### config.mk
export PLATFORM = sky130hd
export DESIGN_NAME = load_store_unit
export DESIGN_NICKNAME = d
export VERILOG_FILES = /design/src/rtl/lsu_pkg.sv /design/src/rtl/lsu_align.sv /design/src/rtl/load_store_unit.sv
export SDC_FILE = /design/constraint.sdc
export NUM_CORES = 1
export LEC_CHECK = 0
export CORE_UTILIZATION = 43
export CTS_BUF_LIST = sky130_fd_sc_hd__clkbuf_2
export DETAILED_ROUTE_END_ITERATION = 6
export GPL_ROUTABILITY_DRIVEN = 0
export PLACE_DENSITY_LB_ADDON = 0.05
export SLEW_MARGIN = 20
export SYNTH_ARGS = -nofsm -noshare
export SYNTH_HDL_FRONTEND = slang
export SYNTH_HIERARCHICAL = 1
export SYNTH_SLANG_ARGS = --single-unit
### constraint.sdc
create_clock -name clk -period 6.4 [get_ports clk]
set_clock_uncertainty 0.2 [all_clocks]
set_input_delay 1.28 -clock clk [delete_from_list [all_inputs] [get_ports clk]]
set_output_delay 1.28 -clock clk [all_outputs]
set_load 0.005 [all_outputs]
### src/rtl/lsu_pkg.sv
// Shared types and helpers for the load/store unit.
//   lsu_state_e  : FSM state encoding
//   SIZE_*       : request size codes (byte, half, word, double)
//   size_bytes() : number of bytes touched by a given size code
package lsu_pkg;

  typedef enum logic [2:0] {
    ST_IDLE   = 3'd0,
    ST_LOAD   = 3'd1,
    ST_RMW_RD = 3'd2,
    ST_WRITE  = 3'd3,
    ST_RESP   = 3'd4
  } lsu_state_e;

  localparam logic [1:0] SIZE_B = 2'd0;
  localparam logic [1:0] SIZE_H = 2'd1;
  localparam logic [1:0] SIZE_W = 2'd2;
  localparam logic [1:0] SIZE_D = 2'd3;

  function automatic logic [3:0] size_bytes(input logic [1:0] size);
    return 4'd1 << size;
  endfunction

endpackage

### src/rtl/lsu_align.sv
// Combinational byte-lane helper for the load/store unit.
//   i_size     : access size code
//   i_unsigned : loads: 1 = zero-extend, 0 = sign-extend
//   i_old      : 64-bit window previously read from memory (store merge)
//   i_wdata    : store data, low bytes used according to i_size
//   i_rdata    : 64-bit window read from memory (load extract)
//   o_merged   : low size_bytes(i_size) bytes from i_wdata, the rest from i_old
//   o_extended : low bytes of i_rdata extended to 64 bits
module lsu_align
  import lsu_pkg::*;
(
  input  logic [1:0]  i_size,
  input  logic        i_unsigned,
  input  logic [63:0] i_old,
  input  logic [63:0] i_wdata,
  input  logic [63:0] i_rdata,
  output logic [63:0] o_merged,
  output logic [63:0] o_extended
);

  // NOTE: every output of an always_comb gets a full default first, so no
  // path through the block leaves it unassigned and no latch is inferred.
  always_comb begin
    o_merged = i_old;
    for (int i = 0; i < 8; i++) begin
      if (i < int'(size_bytes(i_size))) begin
        o_merged[8*i +: 8] = i_wdata[8*i +: 8];
      end
    end
  end

  always_comb begin
    o_extended = i_rdata;
    case (i_size)
      SIZE_B: o_extended = i_unsigned ? {56'd0, i_rdata[7:0]}
                                      : {{56{i_rdata[7]}}, i_rdata[7:0]};
      SIZE_H: o_extended = i_unsigned ? {48'd0, i_rdata[15:0]}
                                      : {{48{i_rdata[15]}}, i_rdata[15:0]};
      SIZE_W: o_extended = i_unsigned ? {32'd0, i_rdata[31:0]}
                                      : {{32{i_rdata[31]}}, i_rdata[31:0]};
      SIZE_D: o_extended = i_rdata;  // full width, signedness irrelevant
    endcase
  end

endmodule

### src/rtl/load_store_unit.sv
// Load/store unit between the execute stage and a 64-bit byte-addressed
// data memory that always reads and writes a full 8-byte window.
//   clk, rst_n                : clock, asynchronous active-low reset
//   req_valid/req_ready       : request handshake (ready only in IDLE)
//   req_write, req_size,
//   req_unsigned, req_addr,
//   req_wdata                 : request fields, captured on accept
//   resp_valid/resp_ready     : response handshake, response held until taken
//   resp_rdata, resp_fault    : extended load data / out-of-bounds flag
//   mem_*                     : data memory port (combinational read data)
// Sub-doubleword stores read the window first and write back the merge.
module load_store_unit
  import lsu_pkg::*;
#(
  parameter int ADDR_W    = 64,
  parameter int DATA_W    = 64,
  parameter int MEM_BYTES = 128
) (
  input  logic              clk,
  input  logic              rst_n,
  input  logic              req_valid,
  output logic              req_ready,
  input  logic              req_write,
  input  logic [1:0]        req_size,
  input  logic              req_unsigned,
  input  logic [ADDR_W-1:0] req_addr,
  input  logic [DATA_W-1:0] req_wdata,
  output logic              resp_valid,
  input  logic              resp_ready,
  output logic [DATA_W-1:0] resp_rdata,
  output logic              resp_fault,
  output logic              mem_write_enable,
  output logic              mem_read_enable,
  output logic [ADDR_W-1:0] mem_address,
  output logic [DATA_W-1:0] mem_write_data,
  input  logic [DATA_W-1:0] mem_read_data
);

  // Highest legal start address: the memory always touches 8 bytes.
  localparam logic [ADDR_W-1:0] MAX_ADDR = ADDR_W'(MEM_BYTES - 8);

  lsu_state_e        r_state;
  logic [1:0]        r_size;
  logic              r_unsigned;
  logic [ADDR_W-1:0] r_addr;
  logic [DATA_W-1:0] r_wdata;
  logic [DATA_W-1:0] r_old;
  logic              r_resp_valid;
  logic [DATA_W-1:0] r_resp_rdata;
  logic              r_resp_fault;

  logic              w_accept;
  logic              w_fault;
  logic              w_mem_active;
  logic [DATA_W-1:0] w_merged;
  logic [DATA_W-1:0] w_extended;

  assign req_ready    = (r_state == ST_IDLE);
  assign w_accept     = req_valid && req_ready;
  assign w_fault      = (req_addr > MAX_ADDR);  // full-width compare, no wrap

  lsu_align u_align (
    .i_size     (r_size),
    .i_unsigned (r_unsigned),
    .i_old      (r_old),
    .i_wdata    (r_wdata),
    .i_rdata    (mem_read_data),
    .o_merged   (w_merged),
    .o_extended (w_extended)
  );

  // Memory controls decode straight from the state register so an async
  // reset drops them at once; read and write states are disjoint.
  assign mem_read_enable  = (r_state == ST_LOAD) || (r_state == ST_RMW_RD);
  assign mem_write_enable = (r_state == ST_WRITE);
  assign w_mem_active     = mem_read_enable || mem_write_enable;
  assign mem_address      = w_mem_active ? r_addr : '0;
  // For size D the merge takes every byte from the store data, so the
  // (unread) old window never reaches memory.
  assign mem_write_data   = mem_write_enable ? w_merged : '0;

  assign resp_valid = r_resp_valid;
  assign resp_rdata = r_resp_rdata;
  assign resp_fault = r_resp_fault;

  // NOTE: state is updated with non-blocking assignments only, so every
  // register sees pre-edge values regardless of statement order.
  always_ff @(posedge clk or negedge rst_n) begin
    if (!rst_n) begin
      r_state      <= ST_IDLE;
      r_size       <= SIZE_B;
      r_unsigned   <= 1'b0;
      r_addr       <= '0;
      r_wdata      <= '0;
      r_old        <= '0;
      r_resp_valid <= 1'b0;
      r_resp_rdata <= '0;
      r_resp_fault <= 1'b0;
    end else begin
      case (r_state)
        ST_IDLE: begin
          if (w_accept) begin
            r_size     <= req_size;
            r_unsigned <= req_unsigned;
            r_addr     <= req_addr;
            r_wdata    <= req_wdata;
            if (w_fault) begin
              r_state      <= ST_RESP;
              r_resp_valid <= 1'b1;
              r_resp_fault <= 1'b1;
              r_resp_rdata <= '0;
            end else if (!req_write) begin
              r_state <= ST_LOAD;
            end else if (req_size == SIZE_D) begin
              r_state <= ST_WRITE;
            end else begin
              r_state <= ST_RMW_RD;
            end
          end
        end
        ST_LOAD: begin
          r_resp_rdata <= w_extended;
          r_resp_fault <= 1'b0;
          r_resp_valid <= 1'b1;
          r_state      <= ST_RESP;
        end
        ST_RMW_RD: begin
          r_old   <= mem_read_data;
          r_state <= ST_WRITE;
        end
        ST_WRITE: begin
          r_resp_rdata <= '0;
          r_resp_fault <= 1'b0;
          r_resp_valid <= 1'b1;
          r_state      <= ST_RESP;
        end
        ST_RESP: begin
          if (resp_ready) begin
            r_resp_valid <= 1'b0;
            r_resp_rdata <= '0;
            r_resp_fault <= 1'b0;
            r_state      <= ST_IDLE;
          end
        end
        default: begin
          r_resp_valid <= 1'b0;
          r_resp_rdata <= '0;
          r_resp_fault <= 1'b0;
          r_state      <= ST_IDLE;
        end
      endcase
    end
  end

endmodule

==> impl_metrics.py, run 1 <==
metrics = {
    "place": {
        "dp_hpwl_mm": 24.3,
        "io_buffers": 396,
    },
    "timing": {
        "finalMaxSlewViolations": 0,
        "fin_setup_tns_ps": 0,
        "slew_headroom_pct": 32.4,
        "grt_setup_unrepaired": "no",
        "fmax_ghz": 0.205,
        "worstMarginPinSlew_ps": 993,
        "period_share_pct": 76.2,
        "holdWs_ps": 278,
        "hold_viol": 0,
        "finalCriticalPeriod_ps": 4880,
        "setup-violations-final": 0,
    },
    "floorplan": {
        "initial_core_util_pct": 43.6,
        "fp.coreArea_um2": 27700,
        "die_w_um": 170,
        "ios": 397,
        "die_y_um": 170,
        "dieArea_um2": 28800,
        "num_rows": 61,
    },
    "grt": {
        "grtUsageTotal_pct": 25.7,
        "antenna_found_initial": 6,
        "grt_max_degree": 106,
        "overflow": 0,
        "grt_pass1_wl_mm": 57.1,
        "grt_pass1_vias": 10233,
    },
    "clocking": {
        "clk_pin_slew_ps": 100,
        "worstSkewPairLatency_ps": 830,
        "hold_buffers": 0,
        "htreeDepth": 3,
        "ctsResizeCount": 0,
        "cts_tree": "built",
        "post_cts_buffers": 0,
        "cts_sinks": 256,
        "cts_buffers": 74,
        "cts_buffer_depth": 3,
        "cts-root-buf": "clkbuf_2",
    },
    "cells_and_area": {
        "syn_to_final_growth_pct": 39.2,
        "nNetsFinal": 1652,
        "drive_above_1_share_pct": 22.5,
        "utilization_pct": 60.7,
    },
    "pwr": {
        "max-vdd-ir-drop_uv": 139,
        "leakagePower_nw": 7.26,
        "power_density_nw_per_um2": 233,
        "power_mw": 3.92,
    },
    "worst_setup_path": {
        "crit_path_max_incr_delay_ps": 1030,
        "crit_type": "reg -> out",
        "worstPathArrival_ps": 3400,
        "path_cells": "nand2_4 > mux2_1 > and3_1 > clkdlybuf4s50_1",
        "end_kind": "primary output",
        "worst-path-max-fanout": 72,
        "cp_slowest_cell": "dfrtp_4",
        "required_ps": 4920,
        "start_kind": "flop",
        "cp_top_family": "flip-flops",
        "crit_buf_inv": 1,
    },
    "logic_synthesis": {
        "syn_nets": 1280,
        "synthCells": 1080,
        "synth_area_per_cell_um2": 11.2,
        "synthesis.area_um2": 12100,
        "synth_warnings": 6,
    },
    "outcome": {
        "status": "completed",
    },
    "routing": {
        "wirelength_mm": 36.9,
        "drt_iter0_drc": 502,
        "vias": 9870,
        "drc": 0,
        "postRouteAntennaNets": 0,
        "vias_per_cell": 5.23,
        "drtPass1Iterations": 5,
        "wire_per_inst_um": 19.6,
    },
    "min_path": {
        "min_path_type": "in -> async",
    },
    "job": {
        "maxCapViolCount": 0,
    },
}
state kept, by name, summed over array words and instances, names as in the netlist:
| name | flops |
|---|---|
| resp_rdata | 64 |
| resp_fault | 1 |
| r_addr | 64 |
| r_size | 2 |
| r_unsigned | 1 |
| resp_valid | 1 |
| r_state | 3 |
| r_old | 56 |
| r_wdata | 64 |
stage by stage:
stage / setup WS, ps / area (um^2) / cells
floorplan: 3140 / 12100 / 1080
global placement: 2190 / 16100 / 1754
detailed placement: 2180 / 16100 / 1754
CTS: 1400 / 16800 / 1883
global route: 1290 / 16800 / 1887
finish: 1520 / 16800 / 1888
per-layer routing:
layer,part of all wire (%),up-vias,GRT usage [%]
met5,0.035,-,0
met4,2.8,2,10.5
met3,9.2,69,10.1
met2,49,343,41.8
met1,39,4890,30.2
li1,-,4566,-
cell type report:
| type | instances | area, um^2 |
|---|---|---|
| fill | 2427 | 10900 |
| clock inverter | 14 | 105 |
| clock buffer | 115 | 576 |
| multi-input combinational | 714 | 5180 |
| sequential | 256 | 6410 |
| antenna | 5 | 12.5 |
| tap | 378 | 473 |
| timing repair buffer | 406 | 4070 |
path summary, 6_finish.rpt:
kind,startpoint,to,slack [ps],cells past startpoint
setup / recovery,r_size[1]$_DFFE_PN0P_,mem_write_data[57],1520,4
hold reg to reg,r_old[42]$_DFFE_PN0P_,r_old[42]$_DFFE_PN0P_,280,2
hold / removal,rst_n,resp_rdata[17]$_DFFE_PN0P_,280,1
min in group clk,r_old[42]$_DFFE_PN0P_,r_old[42]$_DFFE_PN0P_,280,2
max in group asynchronous,rst_n,resp_rdata[8]$_DFFE_PN0P_,4520,2
setup reg to reg,r_state[1]$_DFFE_PN0P_,r_wdata[44]$_DFFE_PN0P_,3290,5
layout by cell type, fill, tap and decap left out, types with 2 or more instances in the layout:
cell	n
o21ai_0	9
nor2_2	2
o21bai_1	2
nand2_1	186
clkinv_1	8
inv_2	4
dfrtp_2	2
a21o_1	8
dfrtp_1	253
nor3_1	3
clkdlybuf4s50_1	395
bufinv_16	2
a22o_1	65
buf_12	2
mux2_2	185
and2_1	65
and3_1	64
nand4_1	2
o211ai_1	32
or4_1	7
o21ai_1	10
diode_2	5
nand3_1	37
mux2_1	2
nor2b_4	2
buf_4	8
nor2_1	6
or2_2	3
clkbuf_2	115
nor4_1	7
power by group:
group	total [mW]	switching, mW	internal [mW]
sequential	1.95	0.144	1.80
clock	1.25	0.705	0.550
combinational	0.717	0.294	0.424
Power figures use the tool's default switching activity.
==> run 2, diff against run 1 <==
- clock period: 6.4 -> 4.45 ns (I/O delays scaled with it)
==> run 2 against run 1 <==
  * Routed wire length grew 0.37%
  * First-iteration DRC count up 4.4%
  * Register-to-register slack lost 1800 ps
  * Cell count stayed put
  * Critical path depth is the same
  * Combinational power up 53%
  * Setup slack got worse by 1200 ps
  * Count of clock-buffer cells in the layout is 6 lower
  * Clock power grew 35%
  * Via count up 0.29%
  * Flip-flop and latch count is the same
  * Global-route usage grew 0.064 points
  * Critical path type unchanged
  * Largest cell class unchanged
  * Largest power group unchanged
==> impl_metrics.py, run 2 (synthesis results as in run 1) <==
metrics = {
    "place": {
        "dp.cells": 1762,
        "place_area_um2": 16200,
        "dp_hpwl_mm": 24.8,
        "io_buffers": 396,
        "place_ws_ps": 735,
    },
    "clocking": {
        "cts_sinks": 256,
        "worstSkewPairLatency_ps": 800,
        "clk_pin_slew_ps": 100,
        "post_cts_buffers": 0,
        "ctsResizeCount": 0,
        "cts_buffers": 72,
        "cts_tree": "built",
        "htreeDepth": 3,
        "hold_buffers": 1,
        "cts_buffer_depth": 3,
        "cts-root-buf": "clkbuf_2",
    },
    "cells_and_area": {
        "final_cells": 1888,
        "syn_to_final_growth_pct": 39.3,
        "nNetsFinal": 1659,
        "layout_commonest_cell": "clkdlybuf4s50_1",
        "utilization_pct": 60.8,
        "stdcell_area_um2": 16800,
        "drive_above_1_share_pct": 22.4,
        "final_cell_mix": "clkdlybuf4s50_1 (395), dfrtp_1 (253), nand2_1 (186), mux2_2 (185), clkbuf_2 (109)",
    },
    "floorplan": {
        "dieArea_um2": 28800,
        "fp.coreArea_um2": 27700,
        "initial_core_util_pct": 43.6,
        "num_rows": 61,
        "ios": 397,
        "die_w_um": 170,
        "die_y_um": 170,
    },
    "grt": {
        "overflow": 0,
        "grt_pass1_vias": 10239,
        "grtUsageTotal_pct": 25.7,
        "antenna_found_initial": 5,
        "grt_max_degree": 107,
        "grt_pass1_wl_mm": 57.2,
    },
    "timing": {
        "slew_headroom_pct": 31.1,
        "grt_setup_unrepaired": "no",
        "finalMaxSlewViolations": 0,
        "period_share_pct": 92.7,
        "holdWs_ps": 278,
        "finalCriticalPeriod_ps": 4130,
        "setup-violations-final": 0,
        "hold_viol": 0,
        "fin_setup_tns_ps": 0,
        "fin_ws_ps": 323,
        "fmax_ghz": 0.242,
        "worstMarginPinSlew_ps": 1010,
    },
    "worst_setup_path": {
        "required_ps": 3360,
        "crit_buf_inv": 2,
        "crit_type": "reg -> out",
        "cp_slowest_cell": "dfrtp_4",
        "path_cells": "buf_4 > mux2_2 > and3_1 > clkdlybuf4s50_1",
        "start_kind": "flop",
        "worst-path-max-fanout": 40,
        "end_kind": "primary output",
        "crit_path_max_incr_delay_ps": 680,
        "worstPathArrival_ps": 3040,
        "cp_top_family": "buffers and inverters",
    },
    "routing": {
        "drtPass1Iterations": 5,
        "wirelength_mm": 37.1,
        "drc": 0,
        "wire_per_inst_um": 19.6,
        "postRouteAntennaNets": 0,
        "drt_iter0_drc": 524,
        "vias_per_cell": 5.24,
        "vias": 9899,
    },
    "outcome": {
        "status": "completed",
    },
    "pwr": {
        "leakagePower_nw": 7.26,
        "power_density_nw_per_um2": 329,
        "power_mw": 5.55,
        "seqPwrFrac_pct": 49.6,
        "clockPowerShare_pct": 30.6,
        "power_switching_mw": 1.63,
        "p_comb_share_pct": 19.9,
        "p_sw_share_pct": 29.5,
        "p_int_mw": 3.91,
        "max-vdd-ir-drop_uv": 198,
    },
    "job": {
        "maxCapViolCount": 0,
    },
    "min_path": {
        "min_path_type": "reg -> reg",
    },
}
run 2: cell type report:
class,instances,area (um^2)
Multi-Input combinational cell,714,5180
Fill cell,2428,10900
Tap cell,378,473
Clock inverter,12,71.3
Clock buffer,109,546
Timing Repair Buffer,415,4150
Antenna cell,4,10.0
Sequential cell,256,6410
run 2: final timing paths:
| kind | from | to | slack, ps | cells past startpoint |
|---|---|---|---|---|
| min reg2reg | r_old[32]$_DFFE_PN0P_ | r_old[32]$_DFFE_PN0P_ | 280 | 2 |
| max in group asynchronous | rst_n | r_addr[24]$_DFFE_PN0P_ | 2420 | 3 |
| max reg2reg | r_size[1]$_DFFE_PN0P_ | resp_rdata[61]$_DFFE_PN0P_ | 1460 | 4 |
| min | r_old[32]$_DFFE_PN0P_ | r_old[32]$_DFFE_PN0P_ | 280 | 2 |
| min in group asynchronous | rst_n | r_wdata[24]$_DFFE_PN0P_ | 510 | 2 |
| max | r_size[1]$_DFFE_PN0P_ | mem_write_data[19] | 320 | 4 |
run 2: worst reg2reg max path, cell delays in order, from the launching register on:
cell	delay (ps)
dfrtp_4	680
buf_4	550
mux2i_4	940
o211ai_1	260
a22o_1	250
run 2: per-layer routing:
metal	global-route usage, %	vias to the layer above	wire length (um)
met5	0	-	0
met4	9.91	0	1030
met3	9.21	67	3470
met2	42.8	385	18100
met1	30.3	4882	14500
li1	-	4565	-
run 2: power groups by stage:
stage / sequential, mW / combinational [mW] / clock [mW]
after global placement: 2.78 / 1.09 / 0
after CTS: 2.75 / 1.12 / 1.76
after global routing: 2.79 / 1.21 / 1.88
after detailed placement: 2.80 / 1.11 / 0
final: 2.75 / 1.10 / 1.69
after floorplan: 2.73 / 0.784 / 0
